`src/rtl/pcie_mem_arbiter.sv`:
```
// Round-robin two-port arbiter for the shared PCIe memory channel.
// Requests are locked per sequence; an owner FIFO routes responses back in issue order.
module pcie_mem_arbiter #(
  parameter int OUTSTANDING = 4
) (
  input  logic        i_clk,
  input  logic        i_rst,
  input  logic        i_m0_req_valid,
  output logic        o_m0_req_ready,
  input  logic        i_m0_req_write,
  input  logic [9:0]  i_m0_req_bytes,
  input  logic [12:0] i_m0_req_addr,
  input  logic [7:0]  i_m0_req_strob,
  input  logic [63:0] i_m0_req_data,
  input  logic        i_m0_req_last,
  output logic        o_m0_resp_valid,
  input  logic        i_m0_resp_ready,
  output logic        o_m0_resp_last,
  output logic        o_m0_resp_fault,
  output logic [12:0] o_m0_resp_addr,
  output logic [63:0] o_m0_resp_data,
  input  logic        i_m1_req_valid,
  output logic        o_m1_req_ready,
  input  logic        i_m1_req_write,
  input  logic [9:0]  i_m1_req_bytes,
  input  logic [12:0] i_m1_req_addr,
  input  logic [7:0]  i_m1_req_strob,
  input  logic [63:0] i_m1_req_data,
  input  logic        i_m1_req_last,
  output logic        o_m1_resp_valid,
  input  logic        i_m1_resp_ready,
  output logic        o_m1_resp_last,
  output logic        o_m1_resp_fault,
  output logic [12:0] o_m1_resp_addr,
  output logic [63:0] o_m1_resp_data,
  input  logic        i_req_mem_ready,
  output logic        o_req_mem_valid,
  output logic        o_req_mem_write,
  output logic [9:0]  o_req_mem_bytes,
  output logic [12:0] o_req_mem_addr,
  output logic [7:0]  o_req_mem_strob,
  output logic [63:0] o_req_mem_data,
  output logic        o_req_mem_last,
  input  logic        i_resp_mem_valid,
  input  logic        i_resp_mem_last,
  input  logic        i_resp_mem_fault,
  input  logic [12:0] i_resp_mem_addr,
  input  logic [63:0] i_resp_mem_data,
  output logic        o_resp_mem_ready,
  output logic [4:0]  o_outstanding,
  output logic        o_resp_unexpected
);

  localparam int PW = (OUTSTANDING > 1) ? $clog2(OUTSTANDING) : 1;

  logic                   r_lock_valid;
  logic                   r_lock_owner;
  logic                   r_rr;
  logic [OUTSTANDING-1:0] r_owner;
  logic [PW-1:0]          r_wptr;
  logic [PW-1:0]          r_rptr;
  logic [4:0]             r_count;

  logic w_full, w_empty, w_sel_any, w_sel, w_sel_valid;
  logic w_accept, w_push, w_pop, w_head;

  assign w_full  = (r_count == 5'(OUTSTANDING));
  assign w_empty = (r_count == 5'd0);

  always_comb begin
    w_sel_any = 1'b1;
    w_sel     = r_rr;
    if (r_lock_valid) begin
      w_sel = r_lock_owner;
    end else if (i_m0_req_valid ^ i_m1_req_valid) begin
      w_sel = i_m1_req_valid;
    end else if (!i_m0_req_valid) begin
      w_sel_any = 1'b0;
    end
  end

  assign w_sel_valid = w_sel ? i_m1_req_valid : i_m0_req_valid;

  assign o_req_mem_valid = !i_rst & w_sel_any & w_sel_valid & !w_full;
  assign o_m0_req_ready  = !i_rst & w_sel_any & !w_sel & i_req_mem_ready & !w_full;
  assign o_m1_req_ready  = !i_rst & w_sel_any &  w_sel & i_req_mem_ready & !w_full;

  assign o_req_mem_write = w_sel ? i_m1_req_write : i_m0_req_write;
  assign o_req_mem_bytes = w_sel ? i_m1_req_bytes : i_m0_req_bytes;
  assign o_req_mem_addr  = w_sel ? i_m1_req_addr  : i_m0_req_addr;
  assign o_req_mem_strob = w_sel ? i_m1_req_strob : i_m0_req_strob;
  assign o_req_mem_data  = w_sel ? i_m1_req_data  : i_m0_req_data;
  assign o_req_mem_last  = w_sel ? i_m1_req_last  : i_m0_req_last;

  assign w_accept = o_req_mem_valid & i_req_mem_ready;
  assign w_push   = w_accept & o_req_mem_last;
  assign w_head   = r_owner[r_rptr];

  // Response fields are broadcast; only the head owner sees valid.
  assign o_m0_resp_valid = !i_rst & i_resp_mem_valid & !w_empty & !w_head;
  assign o_m1_resp_valid = !i_rst & i_resp_mem_valid & !w_empty &  w_head;
  assign o_resp_mem_ready = !i_rst & (w_empty | (w_head ? i_m1_resp_ready : i_m0_resp_ready));
  assign o_resp_unexpected = !i_rst & i_resp_mem_valid & w_empty;
  assign w_pop = i_resp_mem_valid & !w_empty & o_resp_mem_ready & i_resp_mem_last;

  assign o_m0_resp_last  = i_resp_mem_last;
  assign o_m0_resp_fault = i_resp_mem_fault;
  assign o_m0_resp_addr  = i_resp_mem_addr;
  assign o_m0_resp_data  = i_resp_mem_data;
  assign o_m1_resp_last  = i_resp_mem_last;
  assign o_m1_resp_fault = i_resp_mem_fault;
  assign o_m1_resp_addr  = i_resp_mem_addr;
  assign o_m1_resp_data  = i_resp_mem_data;
  assign o_outstanding   = r_count;

  always_ff @(posedge i_clk or posedge i_rst) begin
    if (i_rst) begin
      r_lock_valid <= 1'b0;
      r_lock_owner <= 1'b0;
      r_rr         <= 1'b0;
      r_owner      <= '0;
      r_wptr       <= '0;
      r_rptr       <= '0;
      r_count      <= '0;
    end else begin
      if (w_accept) begin
        if (o_req_mem_last) begin
          r_lock_valid <= 1'b0;
          r_rr         <= ~w_sel;
        end else begin
          r_lock_valid <= 1'b1;
          r_lock_owner <= w_sel;
        end
      end
      if (w_push) begin
        r_owner[r_wptr] <= w_sel;
        r_wptr          <= r_wptr + PW'(1);
      end
      if (w_pop) begin
        r_rptr <= r_rptr + PW'(1);
      end
      if (w_push && !w_pop) begin
        r_count <= r_count + 5'd1;
      end else if (w_pop && !w_push) begin
        r_count <= r_count - 5'd1;
      end
    end
  end

endmodule

```
`config.mk`:
```
export PLATFORM = sky130hd
export DESIGN_NAME = pcie_mem_arbiter
export DESIGN_NICKNAME = d
export VERILOG_FILES = /design/src/rtl/pcie_mem_arbiter.sv
export SDC_FILE = /design/constraint.sdc
export NUM_CORES = 1
export LEC_CHECK = 0
export BUFFER_PORTS_ARGS = -buffer_cell sky130_fd_sc_hd__buf_2
export CORE_AREA = 2 2 216 218
export CTS_BUF_LIST = sky130_fd_sc_hd__clkbuf_2 sky130_fd_sc_hd__clkbuf_4 sky130_fd_sc_hd__clkbuf_8
export CTS_CLUSTER_SIZE = 10
export DETAILED_ROUTE_END_ITERATION = 10
export DIE_AREA = 0 0 218 220
export SLEW_MARGIN = 20
export SYNTH_ARGS = -nofsm -noshare
export SYNTH_HDL_FRONTEND = slang
export SYNTH_SLANG_ARGS = --single-unit
```
`constraint.sdc`:
```
create_clock -name i_clk -period 3.6 [get_ports i_clk]
set_input_delay 0.72 -clock i_clk [delete_from_list [all_inputs] [get_ports i_clk]]
set_output_delay 0.72 -clock i_clk [all_outputs]
set_load 0.05 [all_outputs]
```
==> impl_metrics.py, run 1 <==
metrics = {
    "status": {
        "status": "completed",
    },
    "layout": {
        "multi_input_area_mm2": 0.00180,
        "fillers": 5373,
        "regArea_um2": 400,
        "drive_gt1_share_pct": 82.3,
        "nets": 834,
        "syn2layout_area_growth_pct": 39.2,
    },
    "synthesis": {
        "yosys-top-cells-count": "buf_4, mux2_2, dfrtp_1",
        "yosysMostFrequentCell": "buf_4",
        "synth_async_sr_flop_share_pct": 100,
        "ys_warn_count": 0,
        "synthTopCellsByArea": "buf_4, mux2_2, dfrtp_1",
        "synth_cells": 380,
        "synth_edf_count": 0,
        "synth_ff_type": "dfrtp_1",
        "mappedNetlistNets": 671,
        "yosys.area.top_type": "buf_4",
        "netlist_area_mm2": 0.00347,
        "ys_types": 38,
        "seq_area_frac_synth_pct": 11.5,
        "synth-seq-cells": 16,
        "avgSynthCellArea_um2": 9.13,
        "yosysTopAreaCellShare_pct": 34.2,
    },
    "sta": {
        "fmax_mhz": 286,
        "fin_skew_ns": 0.00340,
        "fin_crit_sh_pct": 97.2,
        "period_minus_slack_ns": 3.50,
        "tightestPinTransition_ns": 0.472,
        "hold_viol": 0,
        "setup_viol": 0,
        "slew_viol_final": 0,
        "hold_ws_ns": 0.487,
        "layout_setup_ws_ns": 0.0996,
        "maxSlewHeadroom_pct": 68.3,
        "rsz0062_at_grt": "no",
    },
    "global_routing": {
        "antenna_found_initial": 6,
        "grt_pass1_wl_mm": 25.5,
        "grt_max_degree": 21,
        "track_usage_pct": 7.78,
        "met1_usage_pct": 8.47,
        "met2_usage_pct": 13.5,
        "grt_busiest_layer": "met2",
        "grt_overflow": 0,
        "grt_pass1_vias": 3393,
        "globalRouteMet3Util_pct": 3.19,
    },
    "route": {
        "detail_route.first_pass.iterations": 4,
        "wl_per_cell_um": 17.3,
        "num_vias": 3283,
        "drt-initial-drc-count": 84,
        "ant_nets": 0,
        "wl_mm": 20.0,
        "viasPerCell": 2.85,
        "drcViolationCount": 0,
    },
    "run": {
        "maxCapViolCount": 0,
    },
    "critical_path": {
        "cp_slowest_cell": "mux2_4",
        "cp_common_cell": "buf_2",
        "cp.arrival_ns": 2.78,
        "cp_cell_sequence": "buf_2 > inv_1 > ha_4 > mux2_2 > o21bai_4 > buf_12 > buf_8 > mux2_4 > buf_2",
        "path_max_fanout": 16,
        "worst_setup_path_start_kind": "primary input",
        "worst-path-buf-inv": 5,
        "cpLargestDelayFamily": "buffers and inverters",
        "critPathRequiredTime_ns": 2.88,
        "cpPeakStageDelay_ns": 0.37,
        "critical_path_class": "primary input to output port",
        "critPathCaptureType": "output port",
    },
    "clock_network": {
        "cts.clk_slew.worst_paths_ns": 0.06,
        "cts_tree": "built",
        "cts.sinks": 16,
        "cts-root-buf": "clkbuf_8",
        "htreeDepth": 1,
        "clock_latency_ns": 0.25,
        "clockBufferDepth": 2,
        "hold_buffers": 0,
        "numCtsBuffers": 3,
    },
    "floorplan": {
        "rows": 79,
        "pin_count": 548,
        "die_w_um": 218,
        "coreArea_mm2": 0.0459,
        "die-area_mm2": 0.0480,
        "initial_core_util_pct": 7.56,
        "fp.dieH_um": 220,
    },
    "pwr": {
        "p_leak_nw": 2.29,
        "ir_drop_mv": 0.741,
        "cellPowerDensity_mw_per_mm2": 930,
    },
    "placement": {
        "place_hpwl_mm": 17.9,
        "routabilityCongestion": 0.936,
        "place_ws_ns": -0.186,
        "port_buffers": 313,
    },
    "min_path": {
        "hp-class": "flip-flop to flip-flop",
    },
}
==> sequential cells by signal, indices dropped and copies added, names as in the netlist <==
register / count
o_outstanding: 5
r_rr: 1
r_lock_valid: 1
r_wptr: 2
r_rptr: 2
r_owner: 4
r_lock_owner: 1
==> logic make-up after synthesis <==
kind of cell / synth area share (%)
DFF: 11.5
xor gates and xnor gates: 1.77
AOI/OAI and AO/OA: 5.56
adders and majority gates: 3.82
and+or+nand+nor: 5.12
buffers and inverters: 37.7
muxes: 34.5
==> worst register-to-register path: stages (launching register included) <==
cell	delay, ns
dfrtp_1	0.39
mux4_1	0.66
mux2i_1	0.18
nor3b_1	0.45
inv_1	0.09
ha_1	0.21
buf_4	0.14
fa_1	0.41
inv_1	0.07
a21o_1	0.10
a21oi_1	0.07
mux2i_1	0.17
xnor2_1	0.14
==> placed cells by master, fill, tap and decap left out, drive strengths merged, types with 2 or more instances in the layout <==
master / instances
a21o: 7
a21oi: 3
buf: 329
clkbuf: 4
dfrtp: 16
ha: 9
inv: 14
mux2: 102
mux2i: 2
nand2: 10
nor2: 9
nor2b: 2
nor4: 2
o211ai: 2
o21ai: 7
xnor2: 4
xor2: 3
==> where the power goes <==
group / switching, W / total, W / internal, W
logic: 0.00270 / 0.00399 / 0.00129
clock network: 0.0000632 / 0.000160 / 0.0000970
registers: 0.0000975 / 0.000344 / 0.000247
==> layout make-up <==
cell class / count / share of cell area, %
antenna: 1 / 0.0518
clock buffer: 4 / 1.14
inverter: 14 / 1.09
multi-input combinational: 179 / 37.3
sequential: 16 / 8.29
tap: 607 / 15.7
timing repair buffer: 329 / 36.5
==> layer usage <==
metal | part of all wire, % | vias to the layer above
met5 | 0.12 | -
met2 | 49 | 312
li1 | - | 1447
met4 | 3.3 | 4
met1 | 37 | 1468
met3 | 11 | 52
==> through the flow <==
stage               util [%]  TNS (ns)  instance area [µm²]  total power (W)  cells
global placement        10.2    -0.309                 4690          0.00423   1143
CTS                     10.4    -0.112                 4790          0.00455   1149
detailed placement      10.2    -0.446                 4690          0.00427   1143
floorplan                  -         0                 3470          0.00355    380
global route            10.5         0                 4830          0.00472   1149
finish                  10.5         0                 4830          0.00449   1150
==> what timing repair did <==
action | 4_1_cts | 5_1_grt
pin swaps | 1 | 1
buffers inserted | 1 | 0
endpoints found under the setup margin | 6 | 4
gates resized for setup | 4 | 6
cloned | 1 | 0
==> worst paths after layout <==
check                               start                end  slack (ns)  cells after the start
min in group asynchronous           i_rst   o_outstanding[4]        0.59                      3
setup / recovery           i_m1_req_valid  o_req_mem_data[2]         0.1                      9
hold reg to reg                 r_rptr[1]          r_rptr[1]        0.49                      1
max in group asynchronous           i_rst          r_rptr[1]        2.81                      3
setup reg to reg                r_rptr[0]   o_outstanding[4]        0.45                     12
hold / removal                  r_rptr[1]          r_rptr[1]        0.49                      1
No activity file was read; power rests on OpenSTA's default activity.
==> run 2, diff against run 1 <==
--- a/config.mk
+++ b/config.mk
@@ -6,11 +6,14 @@
 export NUM_CORES = 1
 export LEC_CHECK = 0
 export BUFFER_PORTS_ARGS = -buffer_cell sky130_fd_sc_hd__buf_2
-export CORE_AREA = 2 2 216 218
+export CELL_PAD_IN_SITES_DETAIL_PLACEMENT = 1
+export CELL_PAD_IN_SITES_GLOBAL_PLACEMENT = 2
+export CORE_AREA = 2 2 210 212
 export CTS_BUF_LIST = sky130_fd_sc_hd__clkbuf_2 sky130_fd_sc_hd__clkbuf_4 sky130_fd_sc_hd__clkbuf_8
 export CTS_CLUSTER_SIZE = 10
 export DETAILED_ROUTE_END_ITERATION = 10
-export DIE_AREA = 0 0 218 220
+export DIE_AREA = 0 0 212 214
+export PLACE_DENSITY_LB_ADDON = 0.1
 export SLEW_MARGIN = 20
 export SYNTH_ARGS = -nofsm -noshare
 export SYNTH_HDL_FRONTEND = slang
==> impl_metrics.py, run 2 (synthesis gave the netlist of run 1 again) <==
metrics = {
    "pwr": {
        "p_leak_nw": 2.28,
        "cellPowerDensity_mw_per_mm2": 891,
        "ir_drop_mv": 0.248,
    },
    "clock_network": {
        "htreeDepth": 1,
        "cts-root-buf": "clkbuf_8",
        "cts_tree": "built",
        "cts.sinks": 16,
        "cts.clk_slew.worst_paths_ns": 0.07,
        "clockBufferDepth": 2,
        "clock_latency_ns": 0.26,
        "numCtsBuffers": 3,
    },
    "floorplan": {
        "fp.dieH_um": 214,
        "pin_count": 548,
        "rows": 76,
        "die-area_mm2": 0.0454,
        "coreArea_mm2": 0.0429,
        "initial_core_util_pct": 8.09,
        "die_w_um": 212,
    },
    "status": {
        "status": "completed",
    },
    "placement": {
        "routabilityCongestion": 0.718,
        "place_hpwl_mm": 16.1,
        "port_buffers": 313,
    },
    "run": {
        "maxCapViolCount": 0,
    },
    "min_path": {
        "hp-class": "flip-flop to flip-flop",
    },
    "critical_path": {
        "cp_slowest_cell": "mux2_2",
        "worst-path-buf-inv": 5,
        "critPathCaptureType": "output port",
        "cp.arrival_ns": 2.77,
        "critical_path_class": "primary input to output port",
        "cp_cell_sequence": "buf_2 > inv_1 > ha_1 > mux2_2 > o21bai_4 > buf_4 > buf_16 > mux2_2 > buf_2",
        "cpPeakStageDelay_ns": 0.42,
        "cpLargestDelayFamily": "buffers and inverters",
        "critPathRequiredTime_ns": 2.88,
        "path_max_fanout": 49,
        "worst_setup_path_start_kind": "primary input",
    },
    "sta": {
        "tightestPinTransition_ns": 0.594,
        "slew_viol_final": 0,
        "hold_viol": 0,
        "fmax_mhz": 287,
        "final.setup.tns_ns": 0,
        "hold_ws_ns": 0.487,
        "period_minus_slack_ns": 3.49,
        "setup_viol": 0,
        "rsz0062_at_grt": "no",
        "maxSlewHeadroom_pct": 60.0,
        "fin_crit_sh_pct": 96.9,
        "fin_skew_ns": 0.00123,
    },
    "global_routing": {
        "grt_pass1_wl_mm": 25.7,
        "grt_overflow": 0,
        "track_usage_pct": 7.66,
        "antenna_found_initial": 10,
        "grt_max_degree": 50,
        "grt_pass1_vias": 3577,
    },
    "route": {
        "wl_mm": 18.0,
        "viasPerCell": 2.77,
        "drt-initial-drc-count": 50,
        "num_vias": 3135,
        "detail_route.first_pass.iterations": 4,
        "ant_nets": 0,
        "drcViolationCount": 0,
        "wl_per_cell_um": 16.0,
    },
    "layout": {
        "final_cell_mix": "buf_2, mux2_2, dfrtp_1, buf_4, inv_1",
        "nets": 835,
        "largest_reg_flops": 5,
        "syn2layout_area_growth_pct": 37.2,
        "fillers": 5188,
        "drive_gt1_share_pct": 82.0,
        "regArea_um2": 400,
        "multi_input_area_mm2": 0.00177,
        "final_common_cell": "buf_2",
    },
}
-- run 2: routing by layer --
layer | vias up | wire, µm | track usage, %
met2 | 247 | 9440 | 14.2
met3 | 34 | 1900 | 3.31
met4 | 10 | 253 | 1.69
li1 | 1450 | - | -
met5 | - | 70 | 0
met1 | 1394 | 6350 | 7.86
-- run 2: worst paths after layout --
kind | from | end | slack [ns] | cells after the start
worst max-delay path | i_m0_req_valid | o_req_mem_data[10] | 0.11 | 9
worst min-delay path | r_rptr[1] | r_rptr[1] | 0.49 | 1
worst max register to register | r_rptr[0] | o_outstanding[4] | 0.54 | 12
worst min register to register | r_rptr[1] | r_rptr[1] | 0.49 | 1
max in group asynchronous | i_rst | r_owner[0] | 2.80 | 3
min in group asynchronous | i_rst | o_outstanding[1] | 0.59 | 3
-- run 2: timing repair --
item	4_1_cts	5_1_grt
hold endpoints to repair	0	0
hold buffers	0	0
buffers inserted	0	0
endpoints found under the setup margin	0	1
resized for setup	0	3
-- run 2: power breakdown --
group | leakage (nW) | total, W | internal (W) | switching [W]
clock network | 0.0288 | 0.000174 | 0.0000975 | 0.0000764
logic | 2.07 | 0.00373 | 0.00120 | 0.00252
registers | 0.183 | 0.000338 | 0.000246 | 0.0000919
total | 2.28 | 0.00424 | 0.00155 | 0.00269
-- run 2: layout make-up --
class | count | area share, %
antenna | 2 | 0.105
clock buffer | 4 | 1.16
multi-input combinational | 179 | 37.2
timing repair buffer | 330 | 36.6
sequential | 16 | 8.41
inverter | 14 | 1.10
tap | 585 | 15.4
-- run 2: metrics by stage --
step                      instance area, µm²  worst slack (ns)  util, %  total power (W)  instances
after floorplan                         3470             0.188        -          0.00355        380
after global placement                  4690            0.0903     10.9          0.00414       1124
after detailed placement                4690            0.0635     10.9          0.00413       1124
after CTS                               4740            0.0613     11.1          0.00434       1128
after global routing                    4760           0.00610     11.1          0.00449       1130
final                                   4760             0.112     11.1          0.00424       1130
